[src/rtl/aes_round_engine.sv]
// Iterative AES-128 round engine: one round per clock against an external S-box layer and key store.
// Defining AES_ENGINE_DEC_EN adds the decrypt datapath; without it every operation is an encryption.
module aes_round_engine (
    input  logic         clk,
    input  logic         rst,
    input  logic         start_i,
    input  logic         dec_i,
    input  logic [127:0] din_i,
    output logic [3:0]   rk_idx_o,
    input  logic [127:0] rk_i,
    output logic [127:0] sb_in_o,
    output logic         sb_dec_o,
    input  logic [127:0] sb_out_i,
    output logic         busy_o,
    output logic         done_o,
    output logic [127:0] dout_o
);
    // Element 15 holds FIPS byte 0; byte (row r, column c) sits at index 15 - (4*c + r).
    typedef logic [15:0][7:0] blk_t;

    localparam logic [0:0] ST_IDLE  = 1'b0;
    localparam logic [0:0] ST_ROUND = 1'b1;

    logic [0:0]   fsm_q, fsm_d;
    logic [3:0]   rnd_q, rnd_d;
    logic [127:0] state_q, state_d;
    logic [127:0] dout_q, dout_d;
    logic         done_q, done_d;
    logic         mode;
    logic         dec_sel;
    logic         last_rnd;
    logic [127:0] enc_res;
    logic [127:0] round_res;

    function automatic logic [7:0] xtime(input logic [7:0] b);
        return {b[6:0], 1'b0} ^ (b[7] ? 8'h1b : 8'h00);
    endfunction

    function automatic logic [7:0] gmul(input logic [7:0] a, input logic [3:0] k);
        logic [7:0] acc;
        logic [7:0] p;
        acc = 8'h00;
        p   = a;
        for (int i = 0; i < 4; i++) begin
            if (k[i]) acc = acc ^ p;
            p = xtime(p);
        end
        return acc;
    endfunction

    function automatic blk_t shift_rows(input blk_t s);
        blk_t o;
        o = '0;
        for (int c = 0; c < 4; c++)
            for (int r = 0; r < 4; r++)
                o[4'(15 - 4*c - r)] = s[4'(15 - 4*((c + r) % 4) - r)];
        return o;
    endfunction

    function automatic blk_t mix_columns(input blk_t s);
        blk_t       o;
        logic [7:0] a0, a1, a2, a3;
        o = '0;
        for (int c = 0; c < 4; c++) begin
            a0 = s[4'(15 - 4*c)];
            a1 = s[4'(14 - 4*c)];
            a2 = s[4'(13 - 4*c)];
            a3 = s[4'(12 - 4*c)];
            o[4'(15 - 4*c)] = gmul(a0, 4'd2) ^ gmul(a1, 4'd3) ^ a2 ^ a3;
            o[4'(14 - 4*c)] = a0 ^ gmul(a1, 4'd2) ^ gmul(a2, 4'd3) ^ a3;
            o[4'(13 - 4*c)] = a0 ^ a1 ^ gmul(a2, 4'd2) ^ gmul(a3, 4'd3);
            o[4'(12 - 4*c)] = gmul(a0, 4'd3) ^ a1 ^ a2 ^ gmul(a3, 4'd2);
        end
        return o;
    endfunction

    // MixColumns is skipped in the last encrypt round.
    assign enc_res = ((rnd_q == 4'd10) ? shift_rows(sb_out_i)
                                       : mix_columns(shift_rows(sb_out_i))) ^ rk_i;

`ifdef AES_ENGINE_DEC_EN
    logic         mode_q, mode_d;
    logic [127:0] dec_t;
    logic [127:0] dec_res;

    function automatic blk_t inv_shift_rows(input blk_t s);
        blk_t o;
        o = '0;
        for (int c = 0; c < 4; c++)
            for (int r = 0; r < 4; r++)
                o[4'(15 - 4*c - r)] = s[4'(15 - 4*((c + 4 - r) % 4) - r)];
        return o;
    endfunction

    function automatic blk_t inv_mix_columns(input blk_t s);
        blk_t       o;
        logic [7:0] a0, a1, a2, a3;
        o = '0;
        for (int c = 0; c < 4; c++) begin
            a0 = s[4'(15 - 4*c)];
            a1 = s[4'(14 - 4*c)];
            a2 = s[4'(13 - 4*c)];
            a3 = s[4'(12 - 4*c)];
            o[4'(15 - 4*c)] = gmul(a0, 4'd14) ^ gmul(a1, 4'd11) ^ gmul(a2, 4'd13) ^ gmul(a3, 4'd9);
            o[4'(14 - 4*c)] = gmul(a0, 4'd9) ^ gmul(a1, 4'd14) ^ gmul(a2, 4'd11) ^ gmul(a3, 4'd13);
            o[4'(13 - 4*c)] = gmul(a0, 4'd13) ^ gmul(a1, 4'd9) ^ gmul(a2, 4'd14) ^ gmul(a3, 4'd11);
            o[4'(12 - 4*c)] = gmul(a0, 4'd11) ^ gmul(a1, 4'd13) ^ gmul(a2, 4'd9) ^ gmul(a3, 4'd14);
        end
        return o;
    endfunction

    assign dec_sel   = dec_i;
    assign mode      = mode_q;
    assign mode_d    = (fsm_q == ST_IDLE && start_i) ? dec_i : mode_q;
    assign dec_t     = inv_shift_rows(sb_out_i) ^ rk_i;
    assign dec_res   = (rnd_q == 4'd0) ? dec_t : inv_mix_columns(dec_t);
    assign round_res = mode ? dec_res : enc_res;
    assign last_rnd  = mode ? (rnd_q == 4'd0) : (rnd_q == 4'd10);

    always_ff @(posedge clk or posedge rst) begin
        if (rst) mode_q <= 1'b0;
        else     mode_q <= mode_d;
    end
`else
    logic unused_dec;

    assign unused_dec = dec_i;
    assign dec_sel    = 1'b0;
    assign mode       = 1'b0;
    assign round_res  = enc_res;
    assign last_rnd   = (rnd_q == 4'd10);
`endif

    always_comb begin
        fsm_d   = fsm_q;
        rnd_d   = rnd_q;
        state_d = state_q;
        dout_d  = dout_q;
        done_d  = 1'b0;
        case (fsm_q)
            ST_IDLE: begin
                if (start_i) begin
                    state_d = din_i ^ rk_i;
                    rnd_d   = dec_sel ? 4'd9 : 4'd1;
                    fsm_d   = ST_ROUND;
                end
            end
            default: begin
                state_d = round_res;
                rnd_d   = mode ? (rnd_q - 4'd1) : (rnd_q + 4'd1);
                if (last_rnd) begin
                    dout_d = round_res;
                    done_d = 1'b1;
                    rnd_d  = 4'd0;
                    fsm_d  = ST_IDLE;
                end
            end
        endcase
    end

    always_ff @(posedge clk or posedge rst) begin
        if (rst) begin
            fsm_q   <= ST_IDLE;
            rnd_q   <= 4'd0;
            state_q <= 128'd0;
            dout_q  <= 128'd0;
            done_q  <= 1'b0;
        end else begin
            fsm_q   <= fsm_d;
            rnd_q   <= rnd_d;
            state_q <= state_d;
            dout_q  <= dout_d;
            done_q  <= done_d;
        end
    end

    // In IDLE the key index anticipates the whitening key of the pending request.
    assign rk_idx_o = (fsm_q == ST_ROUND) ? rnd_q : (dec_sel ? 4'd10 : 4'd0);
    assign sb_in_o  = state_q;
    assign sb_dec_o = mode;
    assign busy_o   = (fsm_q == ST_ROUND);
    assign done_o   = done_q;
    assign dout_o   = dout_q;

endmodule

[config.mk]
export PLATFORM = sky130hd
export DESIGN_NAME = aes_round_engine
export DESIGN_NICKNAME = d
export VERILOG_FILES = /design/src/rtl/aes_round_engine.sv
export SDC_FILE = /design/constraint.sdc
export NUM_CORES = 1
export LEC_CHECK = 0
export ABC_CLOCK_PERIOD_IN_PS = 18800
export BUFFER_PORTS_ARGS = -buffer_cell sky130_fd_sc_hd__buf_2
export CAP_MARGIN = 10
export CELL_PAD_IN_SITES_DETAIL_PLACEMENT = 0
export CELL_PAD_IN_SITES_GLOBAL_PLACEMENT = 1
export CORE_AREA = 2 2 255 257
export CTS_BUF_LIST = sky130_fd_sc_hd__clkbuf_2
export DETAILED_ROUTE_END_ITERATION = 10
export DIE_AREA = 0 0 257 259
export GPL_ROUTABILITY_DRIVEN = 1
export PLACE_DENSITY = 0.55
export SETUP_SLACK_MARGIN = 0.02
export SLEW_MARGIN = 20
export SYNTH_ARGS = -nofsm -noshare
export SYNTH_HDL_FRONTEND = slang
export SYNTH_SLANG_ARGS = --single-unit
[constraint.sdc]
create_clock -name clk -period 18.8 [get_ports clk]
set_clock_uncertainty 0.2 [all_clocks]
set_input_delay 1.88 -clock clk [delete_from_list [all_inputs] [get_ports clk]]
set_output_delay 1.88 -clock clk [all_outputs]
set_load 0.005 [all_outputs]
==> results of run 1 <==
-- layout by cell type (no fill, tap or decap), drive strengths merged --
master / instances
buf: 528
dfrtp: 230
o22a: 4
nor2: 39
clkbuf: 104
nand3: 63
and2: 3
xnor2: 32
a221oi: 1
xor2: 64
a211oi: 32
o21ai: 213
conb: 33
a32o: 1
a31oi: 4
mux2i: 33
diode: 7
inv: 69
nand2b: 1
nand4b: 1
ha: 2
clkinv: 19
o21a: 4
o32ai: 1
nand2: 202
a22oi: 60
o311ai: 1
clkinvlp: 1
-- power groups by stage --
stage | Sequential (mW) | Combinational [mW] | Clock [mW]
2_1_floorplan | 0.769 | 0.272 | 0
3_3_place_gp | 0.760 | 0.596 | 0
3_5_place_dp | 0.764 | 0.603 | 0
4_1_cts | 0.756 | 0.604 | 0.431
5_1_grt | 0.778 | 0.658 | 0.455
6_report | 0.754 | 0.583 | 0.397
-- state kept, by name, summed over array words and instances (netlist names) --
name     count
rnd_q        4
busy_o       1
dout_o      96
done_o       1
sb_in_o    128
-- critical path, stage by stage (launching register included) --
cell and delay, ns:
dfrtp_4 0.72, inv_4 0.26, nor2_1 0.22, buf_2 0.25
-- cells by family (layout without fill, tap and decap cells) --
logic type               Yosys count  after routing  synth area share
AO/OA/AOI/OAI                    321            321             0.171
buffers and inverters            178            721            0.0850
AND/OR/NAND/NOR                  309            309             0.115
adder cells (fa/ha/maj)            2              2           0.00226
XOR/XNOR                          96             96            0.0760
multiplexers                      33             33            0.0299
flip-flops                       230            230             0.521
other                              1             40          0.000339
-- routing by layer --
layer  part of all wire  global-route usage
met1               0.41               0.143
met2               0.49               0.201
met3              0.061              0.0344
met4              0.030              0.0533
met5                  0                   0
-- through the flow --
step	instance area [um2]	worst slack (ns)
after floorplan	11200	10.42
after global placement	14200	14.81
after detailed placement	14200	14.78
after CTS	14900	14.02
after global routing	14900	14.01
final	14900	14.33
-- cell type report --
type	instances	area (um2)	share of cell area
clock inverter	23	111	0.00748
sequential	230	5760	0.387
clock buffer	103	515	0.0346
antenna	7	17.5	0.00118
timing repair buffer	529	2680	0.180
tap	855	1070	0.0718
multi-input combinational	794	4480	0.301
inverter	66	258	0.0173
-- final timing paths --
kind	from	endpoint	slack [ns]
max	busy_o	rk_idx_o[0]	14.33
min	dout_o[7]	dout_o[7]	0.27
max reg2reg	rnd_q[0]	dout_o[108]	15.71
min reg2reg	dout_o[7]	dout_o[7]	0.27
max in group asynchronous	rst	dout_o[54]	16.00
min in group asynchronous	rst	sb_in_o[93]	0.92
==> results.json, run 1 <==
{
  "path_clk_slew_ns": 0.11,
  "hold_slack_ns": 0.274,
  "instances_no_fill": 2607,
  "initial_core_util": 0.173,
  "power_density_nw_per_um2": 116,
  "finalHoldViolCount": 0,
  "power.leakage_nw": 7.80,
  "ys.flop_type": "dfrtp_1",
  "yosysMostFrequentCell": "dfrtp_1",
  "hpwl_um": 29300,
  "grt_max_degree": 122,
  "vias_per_cell": 3.93,
  "syn_avg_cell_area_um2": 9.45,
  "seq_power_share": 0.435,
  "synth_top_area_frac": 0.521,
  "synth-edff-count": 0,
  "drc": 0,
  "die_x_um": 257,
  "crit_type": "flip-flop to output pin",
  "io_buffers": 520,
  "ios": 651,
  "antenna_found_initial": 5,
  "synth_common_cells": "dfrtp_1, nand2_1, o21ai_0, o21ai_1, xor2_1",
  "p_clk_frac": 0.229,
  "gp_congestion": 0.812,
  "ys_warn_count": 0,
  "yosys-top-cells-area": "dfrtp_1, nand2_1, o21ai_0",
  "die_h_um": 259,
  "clock_latency_ns": 0.94,
  "fin_crit_sh": 0.238,
  "hold_path_class": "flip-flop to flip-flop",
  "drive_gt1_frac": 0.373,
  "ant_nets": 0,
  "wl_per_cell_um": 15.8,
  "period_needed_ns": 4.47,
  "syn2layout_area_growth_pct": 34.7,
  "maxCapViolCount": 0,
  "status": "finished clean",
  "switching_share": 0.391,
  "worst_setup_path_start_kind": "flip-flop",
  "crit_path_end_kind": "output pin",
  "ys_seq_area_frac": 0.521,
  "yosysTopAreaCell": "dfrtp_1",
  "switchingPower_uw": 678,
  "cts.sinks": 230,
  "clockBufferDepth": 3,
  "p_int_mw": 1.06,
  "netlist_area_um2": 11100,
  "cts_buffers": 72,
  "fp.dieArea_um2": 66600,
  "max_freq_mhz": 224,
  "first_pass_iters": 4,
  "num_vias": 10244,
  "row_count": 93,
  "core-area_um2": 63900,
  "drt-total-wl_um": 41200,
  "combPwrFrac": 0.336,
  "cts_setup_buffers": 0,
  "cts_tree": "yes",
  "synth-seq-cells": 230,
  "grt_usage": 0.120,
  "drv_slew": 0,
  "worstPathRequired_ns": 16.72,
  "grt_pass1_vias": 10415,
  "post_cts_resize_count": 0,
  "drt_iter0_drc": 517,
  "netlist_instances": 1170,
  "hold_path_depth": 2,
  "total_power_mw": 1.73,
  "cp.arrival_ns": 2.39,
  "synth_async_sr_flop_share": 1.00,
  "reg2reg_depth": 6,
  "grt_pass1_wl_um": 62000,
  "cp_max_fo": 33,
  "slew_headroom": 0.316,
  "fin_nets": 2083,
  "fin_util": 0.233,
  "synth_cell_types": 30,
  "worst_pin_slew_ns": 1.03,
  "setup_tns_ns": 0,
  "rsz0062_at_grt": "no",
  "ir_drop_v": 0.0000309,
  "fillers": 7173,
  "htreeDepth": 3,
  "setup_violations": 0,
  "gr-total-overflow": 0,
  "hold_buffers": 0,
  "placedCellCount": 2474,
  "clockRootBuffer": "clkbuf_2"
}
Note: power is estimated with default switching activity, not from simulation.
==> run 2: changes to the inputs <==
--- a/config.mk
+++ b/config.mk
@@ -5,7 +5,7 @@
 export SDC_FILE = /design/constraint.sdc
 export NUM_CORES = 1
 export LEC_CHECK = 0
-export ABC_CLOCK_PERIOD_IN_PS = 18800
+export ABC_CLOCK_PERIOD_IN_PS = 3900
 export BUFFER_PORTS_ARGS = -buffer_cell sky130_fd_sc_hd__buf_2
 export CAP_MARGIN = 10
 export CELL_PAD_IN_SITES_DETAIL_PLACEMENT = 0
@@ -15,7 +15,7 @@
 export DETAILED_ROUTE_END_ITERATION = 10
 export DIE_AREA = 0 0 257 259
 export GPL_ROUTABILITY_DRIVEN = 1
-export PLACE_DENSITY = 0.55
+export PLACE_DENSITY = 0.57
 export SETUP_SLACK_MARGIN = 0.02
 export SLEW_MARGIN = 20
 export SYNTH_ARGS = -nofsm -noshare
==> constraint.sdc (replaced) <==
create_clock -name clk -period 3.9 [get_ports clk]
set_clock_uncertainty 0.2 [all_clocks]
set_input_delay 0.39 -clock clk [delete_from_list [all_inputs] [get_ports clk]]
set_output_delay 0.39 -clock clk [all_outputs]
set_load 0.005 [all_outputs]
==> results.json, run 2 <==
{
  "cts_buffers": 72,
  "netlist_instances": 1170,
  "io_buffers": 520,
  "ys_seq_area_frac": 0.521,
  "synth_cell_types": 30,
  "synth_async_sr_flop_share": 1.00,
  "synth_common_cells": "dfrtp_1, nand2_1, o21ai_0, o21ai_1, xor2_1",
  "netlist_area_um2": 11100,
  "synth-edff-count": 0,
  "ys_warn_count": 0,
  "yosys-top-cells-area": "dfrtp_1, nand2_1, o21ai_0",
  "die_h_um": 259,
  "syn_avg_cell_area_um2": 9.45,
  "yosysTopAreaCell": "dfrtp_1",
  "synth-seq-cells": 230,
  "post_cts_resize_count": 0,
  "cts.sinks": 230,
  "htreeDepth": 3,
  "gp_congestion": 0.809,
  "hpwl_um": 29500,
  "ios": 651,
  "row_count": 93,
  "clockRootBuffer": "clkbuf_2",
  "hold_buffers": 524,
  "die_x_um": 257,
  "status": "did not finish",
  "stop_stage": "clock tree synthesis (4_1_cts)",
  "ys.flop_type": "dfrtp_1",
  "initial_core_util": 0.173,
  "synth_top_area_frac": 0.521,
  "yosysMostFrequentCell": "dfrtp_1",
  "stop_error": "[ERROR RSZ-0060] Max buffer count reached.",
  "clockBufferDepth": 3,
  "cts_setup_buffers": 0
}
[run 2: cell counts after synthesis]
Identical to the previous run, type by type.
[run 2: stage by stage]
| step | instances | setup WS, ns | hold slack (ns) | area [um2] |
|---|---|---|---|---|
| 3_3_place_gp | 2479 | 1.51 | 0.256 | 14400 |
| 2_1_floorplan | 1202 | 0.302 | 0.268 | 11200 |
| 3_5_place_dp | 2479 | 1.49 | 0.258 | 14400 |
[run 2: kinds of logic after synthesis]
family,share of synthesized area
AO/OA/AOI/OAI,0.171
AND/OR/NAND/NOR,0.115
flip-flops,0.521
buffers and inverters,0.0850
XOR/XNOR,0.0760
multiplexers,0.0299
adder cells (fa/ha/maj),0.00226
other,0.000339
==> run 3: changes to the inputs <==
==> config.mk (replaced) <==
export PLATFORM = sky130hd
export DESIGN_NAME = aes_round_engine
export DESIGN_NICKNAME = d
export VERILOG_FILES = /design/src/rtl/aes_round_engine.sv
export SDC_FILE = /design/constraint.sdc
export NUM_CORES = 1
export LEC_CHECK = 0
export ABC_CLOCK_PERIOD_IN_PS = 5050
export BUFFER_PORTS_ARGS = -buffer_cell sky130_fd_sc_hd__buf_2
export CAP_MARGIN = 10
export CORE_AREA = 2 2 253 255
export DETAILED_ROUTE_END_ITERATION = 10
export DIE_AREA = 0 0 255 257
export GPL_ROUTABILITY_DRIVEN = 1
export PLACE_DENSITY_LB_ADDON = 0.15
export SLEW_MARGIN = 20
export SYNTH_ARGS = -nofsm -noshare
export SYNTH_HDL_FRONTEND = slang
export SYNTH_SLANG_ARGS = --single-unit
==> constraint.sdc (replaced) <==
create_clock -name clk -period 5.05 [get_ports clk]
set_clock_uncertainty 0.2 [all_clocks]
set_input_delay 0.505 -clock clk [delete_from_list [all_inputs] [get_ports clk]]
set_output_delay 0.505 -clock clk [all_outputs]
set_load 0.005 [all_outputs]
==> results.json, run 3 (synthesis results as in run 1) <==
{
  "ios": 651,
  "power_density_nw_per_um2": 456,
  "slew_headroom": 0.330,
  "hold_slack_ns": 0.0443,
  "ir_drop_v": 0.000245,
  "setup_violations": 0,
  "num_vias": 10310,
  "first_pass_iters": 4,
  "cp_max_fo": 91,
  "grt_max_degree": 134,
  "max_freq_mhz": 314,
  "final_common_cell": "buf_2",
  "endpoint": "rk_idx_o[0]",
  "hp-start": "rk_i[47]",
  "status": "finished clean",
  "gr-total-overflow": 0,
  "grt_pass1_wl_um": 64200,
  "crit_path_end_kind": "output pin",
  "grt_pass1_vias": 10456,
  "final_cell_mix": "buf_2, dfrtp_1, nand2_1",
  "vias_per_cell": 3.94,
  "crit_type": "flip-flop to output pin",
  "fp.dieArea_um2": 65500,
  "worst_setup_path_start_kind": "flip-flop",
  "io_buffers": 520,
  "rr_startpoint": "busy_o",
  "cts.sinks": 230,
  "hold_path_class": "primary input to flip-flop",
  "drc": 0,
  "cts_setup_buffers": 0,
  "die_h_um": 257,
  "drt_iter0_drc": 483,
  "reg2reg_to": "rnd_q[0]",
  "fin_nets": 2135,
  "startpoint": "busy_o",
  "gp_congestion": 0.777,
  "htreeDepth": 1,
  "clockRootBuffer": "clkbuf_16",
  "drive_gt1_frac": 0.332,
  "cts_buffers": 30,
  "cts_tree": "yes",
  "syn2layout_area_growth_pct": 47.5,
  "core-area_um2": 62700,
  "row_count": 92,
  "power.leakage_nw": 8.26,
  "hpwl_um": 30600,
  "antenna_found_initial": 2,
  "maxCapViolCount": 0,
  "ant_nets": 0,
  "drt-total-wl_um": 43100,
  "clock_latency_ns": 0.57,
  "rsz0062_at_grt": "no",
  "hold_buffers": 94,
  "reg2reg_slack_ns": 2.21,
  "worst_pin_slew_ns": 1.01,
  "worstPathRequired_ns": 4.35,
  "reg2reg_depth": 3,
  "cp.arrival_ns": 2.48,
  "drv_slew": 0,
  "path_clk_slew_ns": 0.06,
  "clockBufferDepth": 3,
  "largest_reg_flops": 128,
  "die_x_um": 255,
  "post_cts_resize_count": 0,
  "wl_per_cell_um": 16.5,
  "fin_crit_sh": 0.630,
  "setup_tns_ns": 0,
  "initial_core_util": 0.176,
  "grt_usage": 0.127,
  "finalHoldViolCount": 0,
  "period_needed_ns": 3.18
}
run 3: layer usage:
metal | global-route usage | routed length, um | part of all wire | up-vias
li1 | - | - | - | 5047
met1 | 0.145 | 16800 | 0.39 | 4933
met2 | 0.231 | 22400 | 0.52 | 280
met3 | 0.0345 | 2900 | 0.067 | 48
met4 | 0.0317 | 971 | 0.023 | 2
met5 | 0 | 16 | 0.00037 | -
run 3: per-stage QoR:
step | utilization | power (mW) | instance area [um2] | setup WS [ns] | std cells
floorplan | - | 3.88 | 11200 | 1.34 | 1202
global placement | 0.227 | 5.11 | 14300 | 2.05 | 2465
detailed placement | 0.227 | 5.14 | 14300 | 2.05 | 2465
CTS | 0.260 | 7.65 | 16300 | 1.69 | 2615
global route | 0.260 | 8.02 | 16300 | 1.58 | 2616
finish | 0.260 | 7.43 | 16300 | 1.87 | 2616
run 3: power by group:
group          internal, mW  switching [mW]
registers              2.47           0.348
logic                 0.971            1.28
clock network          1.49           0.877
run 3: how the worst min path moves through the flow:
stage                  end  slack [ns]  depth (start not counted)
4_1_cts        sb_in_o[32]      0.0004                          3
3_5_place_dp     dout_o[6]        0.26                          2
2_1_floorplan  dout_o[127]        0.27                          2
3_3_place_gp    dout_o[61]        0.26                          2
5_1_grt        sb_in_o[18]        0.02                          3
6_report       sb_in_o[47]        0.04                          3
run 3: critical path, cell delays in order, from the launching register on:
cell and delay (ns):
dfrtp_4 0.71, inv_4 0.77, nor2_1 0.15, buf_2 0.22
run 3: layout make-up:
| class | count | area, um2 |
|---|---|---|
| fill | 6904 | 46400 |
| sequential | 230 | 5760 |
| multi-input combinational | 794 | 4480 |
| timing repair buffer | 623 | 3660 |
| tap | 846 | 1060 |
| clock buffer | 44 | 905 |
| inverter | 66 | 254 |
| clock inverter | 12 | 191 |
| antenna | 1 | 2.50 |
